[config.mk]
export PLATFORM = sky130hd
export DESIGN_NAME = button_event_decoder
export DESIGN_NICKNAME = d
export VERILOG_FILES = /design/src/rtl/button_pkg.sv /design/src/rtl/button_event_decoder_edge_detect.sv /design/src/rtl/button_event_decoder.sv
export SDC_FILE = /design/constraint.sdc
export NUM_CORES = 1
export LEC_CHECK = 0
export CORE_ASPECT_RATIO = 1.2
export CORE_MARGIN = 2
export CORE_UTILIZATION = 60
export DETAILED_ROUTE_END_ITERATION = 6
export GPL_TIMING_DRIVEN = 0
export PLACE_DENSITY = 0.85
export SETUP_SLACK_MARGIN = 0.2
export SLEW_MARGIN = 20
export SYNTH_ARGS = -nofsm -noshare
export SYNTH_HDL_FRONTEND = slang
export SYNTH_SLANG_ARGS = --single-unit
[constraint.sdc]
create_clock -name clk -period 5.26 [get_ports clk]
set_clock_uncertainty 0.05 [all_clocks]
set_input_delay 0.526 -clock clk [delete_from_list [all_inputs] [get_ports clk]]
set_output_delay 0.526 -clock clk [all_outputs]
set_load 0.02 [all_outputs]
[src/rtl/button_pkg.sv]
// Shared definitions for the button event decoder: FSM state encoding, press counter width, timer helper.
// Pure declarations; no latency or backpressure applies.
package button_pkg;

  localparam int PRESS_CNT_W = 8;

  typedef enum logic [2:0] {
    IDLE           = 3'd0,
    PRESSED        = 3'd1,
    LONG_HELD      = 3'd2,
    WAIT_SECOND    = 3'd3,
    SECOND_PRESSED = 3'd4
  } state_t;

  function automatic int unsigned max3(input int unsigned a, input int unsigned b,
                                       input int unsigned c);
    int unsigned m;
    m = (a > b) ? a : b;
    return (m > c) ? m : c;
  endfunction

endpackage

[src/rtl/button_event_decoder_edge_detect.sv]
// edge_detect: previous-sample register plus rise/fall strobes for any synchronised, debounced level.
// Strobes are combinational from the current input and last sample; no backpressure.
module edge_detect (
  input  logic clk,
  input  logic sig_i,
  output logic rise_o,
  output logic fall_o
);

  logic sig_q;

  // Loads the live level every edge, including reset edges, so a level held through reset yields no edge.
  always_ff @(posedge clk) begin
    sig_q <= sig_i;
  end

  assign rise_o = sig_i & ~sig_q;
  assign fall_o = ~sig_i & sig_q;

endmodule

[src/rtl/button_event_decoder.sv]
// button_event_decoder: debounced level -> registered one-cycle press/release/short/long/double-click pulses,
// one cycle after the sampling edge, no backpressure; auto-repeat pulses only when AUTO_REPEAT_EN is defined.
module button_event_decoder
  import button_pkg::*;
#(
  parameter int unsigned long_press_cycles   = 999,
  parameter int unsigned double_click_cycles = 299,
  parameter int unsigned repeat_cycles       = 199,
  parameter int unsigned cnt_w               = 16
) (
  input  logic                   clk,
  input  logic                   rst,
  input  logic                   btn_in,
  output logic                   press_pulse,
  output logic                   release_pulse,
  output logic                   short_press,
  output logic                   long_press,
  output logic                   double_click,
  output logic                   repeat_pulse,
  output logic [PRESS_CNT_W-1:0] press_count
);

  localparam logic [cnt_w-1:0] LONG_T = cnt_w'(long_press_cycles);
  localparam logic [cnt_w-1:0] DBL_T  = cnt_w'(double_click_cycles);
  localparam logic [cnt_w-1:0] TIMER_MAX =
    cnt_w'(max3(long_press_cycles, double_click_cycles, repeat_cycles));
`ifdef AUTO_REPEAT_EN
  localparam logic [cnt_w-1:0] REP_T  = cnt_w'(repeat_cycles);
`endif

  state_t           state_q;
  logic [cnt_w-1:0] timer_q;
  logic             rise;
  logic             fall;

  edge_detect u_edge (
    .clk    (clk),
    .sig_i  (btn_in),
    .rise_o (rise),
    .fall_o (fall)
  );

  // Saturates at the largest threshold so the timer can never wrap past a compare point.
  function automatic logic [cnt_w-1:0] timer_inc(input logic [cnt_w-1:0] t);
    return (t == TIMER_MAX) ? t : t + cnt_w'(1);
  endfunction

  always_ff @(posedge clk) begin
    if (rst) begin
      state_q       <= IDLE;
      timer_q       <= '0;
      press_pulse   <= 1'b0;
      release_pulse <= 1'b0;
      short_press   <= 1'b0;
      long_press    <= 1'b0;
      double_click  <= 1'b0;
      repeat_pulse  <= 1'b0;
      press_count   <= '0;
    end else begin
      press_pulse   <= 1'b0;
      release_pulse <= 1'b0;
      short_press   <= 1'b0;
      long_press    <= 1'b0;
      double_click  <= 1'b0;
      repeat_pulse  <= 1'b0;
      case (state_q)
        IDLE: begin
          if (rise) begin
            state_q     <= PRESSED;
            timer_q     <= '0;
            press_pulse <= 1'b1;
            press_count <= press_count + PRESS_CNT_W'(1);
          end
        end
        PRESSED: begin
          if (fall) begin
            state_q       <= WAIT_SECOND;
            timer_q       <= '0;
            release_pulse <= 1'b1;
          end else if (btn_in && timer_q == LONG_T) begin
            state_q    <= LONG_HELD;
            timer_q    <= '0;
            long_press <= 1'b1;
          end else begin
            timer_q <= timer_inc(timer_q);
          end
        end
        LONG_HELD: begin
          if (fall) begin
            state_q       <= IDLE;
            timer_q       <= '0;
            release_pulse <= 1'b1;
          end
`ifdef AUTO_REPEAT_EN
          else if (timer_q == REP_T) begin
            timer_q      <= '0;
            repeat_pulse <= 1'b1;
          end else begin
            timer_q <= timer_inc(timer_q);
          end
`endif
        end
        WAIT_SECOND: begin
          // A rise on the timeout edge still counts as the second click.
          if (rise) begin
            state_q      <= SECOND_PRESSED;
            press_pulse  <= 1'b1;
            double_click <= 1'b1;
            press_count  <= press_count + PRESS_CNT_W'(1);
          end else if (timer_q == DBL_T) begin
            state_q     <= IDLE;
            timer_q     <= '0;
            short_press <= 1'b1;
          end else begin
            timer_q <= timer_inc(timer_q);
          end
        end
        SECOND_PRESSED: begin
          if (fall) begin
            state_q       <= IDLE;
            timer_q       <= '0;
            release_pulse <= 1'b1;
          end
        end
        default: begin
          state_q <= IDLE;
          timer_q <= '0;
        end
      endcase
    end
  end

endmodule
=== After elaboration in Yosys (flattened, before gate mapping) ===
Cells that the tools add are included.

* Input bits: 3
* Flip-flop bits (word level): 33

* Equality and inequality tests: 11
* Reductions and logical operators: 13
* Bitwise gates (word level): 8
* $add $sub $neg: 2
* Muxes and demuxes: 19

{| class="wikitable"
|+ Operator list
! kind !! number
|-
| two-way mux 16 bit || 7
|-
| one-hot mux 16 bit (4 select lines) || 1
|-
| two-way mux 3 bit || 6
|-
| adder 16 x 1 -> 16 bit, second input constant || 1
|-
| equality test 16 x 10 -> 1 bit, second input constant || 1
|-
| equality test 16 x 9 -> 1 bit, second input constant || 1
|-
| one-hot mux 3 bit (4 select lines) || 1
|-
| OR reduction 2 bit || 5
|-
| OR reduction 3 bit || 3
|-
| adder 8 x 1 -> 8 bit, second input constant || 1
|-
| equality test 3 x 2 -> 1 bit, second input constant || 2
|-
| inequality test 3 bit, second input constant || 2
|-
| NOT 1 bit || 6
|-
| two-way mux 1 bit || 4
|-
| inequality test 2 bit, second input constant || 2
|-
| AND reduction 4 bit || 1
|-
| equality test 3 x 1 -> 1 bit, second input constant || 1
|-
| equality test 3 bit, second input constant || 1
|-
| logical NOT 3 bit || 1
|-
| AND reduction 3 bit || 1
|-
| bitwise AND 1 bit || 2
|-
| inequality test 2 x 1 -> 1 bit, second input constant || 1
|-
| AND reduction 2 bit || 1
|-
| logical AND 1 bit || 1
|}

=== Longest topological paths before layout ===
* Word-level depth: 5
* Depth in mapped cells: 8
* Depth with buffers taken out: 6

=== Cells and area by module ===
A second synthesis with hierarchy kept.

* Cell total of the unflattened synthesis: 212
* Area, all modules: 1790.5 um2

{| class="wikitable"
|+ Modules (own cells, without submodules)
! module !! area an instance (um2) !! cells each !! times used
|-
| button_event_decoder || 1755.4 || 209 || 1
|-
| edge_detect || 35.0 || 3 || 1
|}

=== Worst setup path after synthesis ===
OpenSTA, ideal clock, no wires.

* Path kind: flip-flop to flip-flop
* Start point: register timer_q[10]
* End point: register state_q[1]
* Arrival time: 2252 ps
* Data required time: 5138 ps
* Setup slack: 2887 ps
* Path buffers: 1
* Cell stages (with the launch flop): 7
* Cells stage by stage: dfxtp_1 buf_6 or4_4 or2_1 or4_4 a221oi_2 mux2i_1

* Word-level cells in the longest chain between the ends: 4

{| class="wikitable"
|+ RTL lines
! what !! RTL line !! source
|-
| start, declared || button_event_decoder.sv:32 || <nowiki>logic [cnt_w-1:0] timer_q;</nowiki>
|-
| start signal, assigned || button_event_decoder.sv:85 || <nowiki>timer_q <= timer_inc(timer_q);</nowiki>
|-
| start signal, assigned || button_event_decoder.sv:115 || <nowiki>timer_q <= timer_inc(timer_q);</nowiki>
|-
| equality test 16 x 10 -> 1 bit || button_event_decoder.sv:80 || <nowiki>end else if (btn_in && timer_q == LONG_T) begin</nowiki>
|-
| logical AND 1 bit || button_event_decoder.sv:80 ||
|-
| inequality test 3 bit (no source line) || n/a ||
|-
| AND reduction 4 bit (no source line) * || n/a ||
|-
| end signal, assigned || button_event_decoder.sv:77 || <nowiki>state_q <= WAIT_SECOND;</nowiki>
|-
| end signal, assigned || button_event_decoder.sv:81 || <nowiki>state_q <= LONG_HELD;</nowiki>
|-
| end signal, assigned || button_event_decoder.sv:90 || <nowiki>state_q <= IDLE;</nowiki>
|-
| end, declared || button_event_decoder.sv:31 || <nowiki>state_t state_q;</nowiki>
|}

Every way passes the cells marked *; elsewhere a longest branch is shown, timed or not.
A chain may end at the register's enable or synchronous reset.

=== Worst setup path after layout ===
* Start point: input port btn_in
* End point: register timer_q[5]

* Word-level cells in the longest chain between the ends: 4

{| class="wikitable"
|+ RTL lines
! what !! RTL line !! source
|-
| start, declared || button_event_decoder.sv:13 || <nowiki>input logic btn_in,</nowiki>
|-
| logical AND 1 bit / NOT 1 bit (equally long branches) || button_event_decoder.sv:80, button_event_decoder_edge_detect.sv:18 ||
|-
| two-way mux 16 bit / bitwise AND 1 bit (equally long branches) || button_event_decoder.sv:80, button_event_decoder_edge_detect.sv:18 ||
|-
| two-way mux 16 bit / inequality test 2 x 1 -> 1 bit (equally long branches) || n/a ||
|-
| one-hot mux 16 bit (4 select lines) / AND reduction 3 bit (equally long branches) || n/a ||
|}

Parallel ways exist; a longest one is shown, timed or not.

==> metrics.csv <==
metric,value,unit
outcome,completed,
max-cap violation count,0,
crit-path max FO,10,
min-delay src,timer_q[15]$_SDFFE_PP0P_,
Die Area,0.00336,mm^2
CP Capture Type,register,
vias in the first global route,1484,
ys flop type,dfxtp_1,
hpwl dp,2890,um
clock buffer depth,2,
CTS tree,done,
final worst-path cycle share,56.8,%
asr flop ratio synth,0,%
synthesized instance count,204,
sequential fraction of the synthesis area,37.8,%
setup_tns,0,ns
main area contributors after synthesis,"dfxtp_1 (38%), a21oi_1 (4.6%), nor2_1 (3.7%), xor2_1 (3.5%), o31ai_1 (3.4%)",
Layout Cells excl Fill,261,
Leakage,0.681,nW
Die W,53.3,um
"most common cell after layout, fill and taps aside",dfxtp_1,
pwr/cell area,314,mW/mm^2
Post-Syn Nets,209,
Worst Tran Pin Value,0.609,ns
most frequent cells in the layout,"dfxtp_1 (33), nor2_1 (17), a21oi_1 (16), clkdlybuf4s50_1 (15), clkbuf_1 (10)",
# H-tree levels,2,
via count,1659,
WP data required,5.49,ns
drt total wl,4080,um
WL/cell,15.6,um
Initial DRT Pass Iterations,4,
Comb pwr share,26.0,%
Power Total,0.636,mW
Top-Level Pins,17,
Yosys cell types,50,
Hold Crit Class,register to register,
FF-to-FF End,timer_q[5]$_SDFFE_PP0P_,
post-CTS setup repair buffer count,0,
crit-path cells,clkdlybuf4s50_1 > nand2b_1 > a22o_1 > nor3_1 > clkbuf_1 > clkbuf_1 > o21ai_0 > a21oi_1,
initial antenna violation count,0,
Ys Warns,0,
Sink Count,33,
Worst EP arrival,3.21,ns
NetSw,0.204,mW
max_slew headroom,59.0,%
"Hold-fix buffers, CTS",0,
Final Wtd Congestion,0.880,
site row count,21,
DRC viols,0,
most used cell along the critical path,clkbuf_1,
"Slowest-stage cell, CP",clkdlybuf4s50_1,
number of synthesized flops with an enable pin,0,
initial core utilization,62.7,%
Final setup viols,0,
Synth top area share,37.8,%
post-synthesis cell area,0.00175,mm^2
Worst R2R Setup Slack,2.48,ns
CTS Buf Count,5,
clock network power share,31.4,%
worst skew pair latency,0.35,ns
core box area,0.00279,mm^2
# diodes,0,
1st-iter DRT viols,36,
Global Route Usage Sum,26.4,%
Post-DRT Antenna Nets,0,
WHS Path Cells,2,
Pins Over Slew Limit,0,
average cell area after synthesis,8.56,um^2
largest net degree at the start of global routing,11,
top cell type by total area after synthesis,dfxtp_1,
Max Freq,335,MHz
worst min-delay path endpoint,timer_q[15]$_SDFFE_PP0P_,
part of the power in registers,42.5,%
R2R cell count,8,
CTS-repair resized insts,0,
Vias/cell,6.36,
area added between synthesis and finish,15.9,%
PortBufs,15,
Die Y,63.1,um
CP max stage delay,0.61,ns
final layout net count,231,
fin crit period,2.99,ns
clk root buf,clkbuf_4,
Worst setup SP type,primary input,
layout cells sized above 1,9.25,%
Internal,0.432,mW
grt total ovfl,0,
final hold violation count,0,
first-pass GRT wire length,6670,um
unrepaired setup endpoints after global routing,no,
Crit Path Category,primary input to register,
Inst Count DP,253,
R2R Path Start,state_q[2]$_SDFFE_PP0P_,
Switching Share,32.1,%
Max rail drop VDD,360,uV
clk slew on worst S/H paths,0.10,ns
register bit count reported by yosys,33,
==> sequential cells by signal, indices dropped and copies added, names as in the netlist <==
name           count
timer_q           16
long_press         1
double_click       1
press_count        8
state_q            3
release_pulse      1
u_edge.sig_q       1
press_pulse        1
short_press        1
==> worst max-delay path: cells and delay by family <==
| family | cells | cell delay, ns |
|---|---|---|
| compound gates | 3 | 0.62 |
| buf+inv | 3 | 1.48 |
| simple gates | 2 | 0.58 |
==> power groups by stage <==
stage	logic, mW	registers (mW)	clock network, mW
final	0.166	0.271	0.200
after global placement	0.156	0.275	0
after global routing	0.178	0.273	0.213
after CTS	0.163	0.271	0.203
after detailed placement	0.162	0.276	0
after floorplan	0.116	0.279	0
==> worst max-delay path by stage <==
stage	cells after the start	startpoint	endpoint	slack, ns
5_1_grt	8	btn_in	timer_q[12]$_SDFFE_PP0P_	2.20
3_5_place_dp	8	btn_in	timer_q[5]$_SDFFE_PP0P_	1.95
2_1_floorplan	6	timer_q[10]$_SDFFE_PP0P_	state_q[1]$_SDFFE_PP0P_	2.89
6_report	8	btn_in	timer_q[5]$_SDFFE_PP0P_	2.27
3_3_place_gp	8	btn_in	timer_q[1]$_SDFFE_PP0P_	2.03
4_1_cts	8	btn_in	timer_q[5]$_SDFFE_PP0P_	2.34
==> per-stage QoR <==
step                      hold WS [ns]  util (%)  setup slack (ns)  instance area, um^2
final                            0.443      72.7              2.27                 2020
after global placement           0.412      69.6              2.03                 1940
after CTS                        0.442      72.7              2.34                 2020
after global routing             0.468      72.7              2.20                 2020
after detailed placement         0.427      69.6              1.95                 1940
after floorplan                  0.402         -              2.89                 1750
==> logic make-up (layout without fill, tap and decap cells) <==
family	count (synthesis)	count (layout)	synth area share [%]
flip-flops	33	33	37.8
adder cells (fa/ha/maj)	2	2	1.43
other	1	1	0.215
AO/OA/AOI/OAI	49	49	18.6
multiplexers	2	2	1.15
buffers and inverters	21	44	6.95
AND/OR/NAND/NOR	86	86	28.8
XOR/XNOR	10	10	5.01
==> synthesized netlist by cell type, drive strengths merged (6+ instances only) <==
library cell and instances:
o31ai 8, nand3 8, nand4 9, xor2 7
nand2 7, a21oi 16, nor2 17, or4 6
nor3 9, inv 7, clkbuf 9, o21ai 6
dfxtp 33
==> area by class of cell <==
cell class	instances	area [um^2]
sequential	33	661
buffer	14	95.1
multi-input combinational	150	965
tap	34	42.5
clock inverter	1	30.0
inverter	7	26.3
timing repair buffer	15	150
fill	242	761
clock buffer	7	55.1
==> layer usage <==
| metal | up-vias | global-route usage (%) | routed length [um] |
|---|---|---|---|
| li1 | 805 | - | - |
| met3 | 12 | 6.64 | 197 |
| met5 | - | 0 | 0 |
| met4 | 0 | 10.6 | 103 |
| met1 | 787 | 31.8 | 1700 |
| met2 | 55 | 43.7 | 2080 |
(Power assumes the default switching activity.)
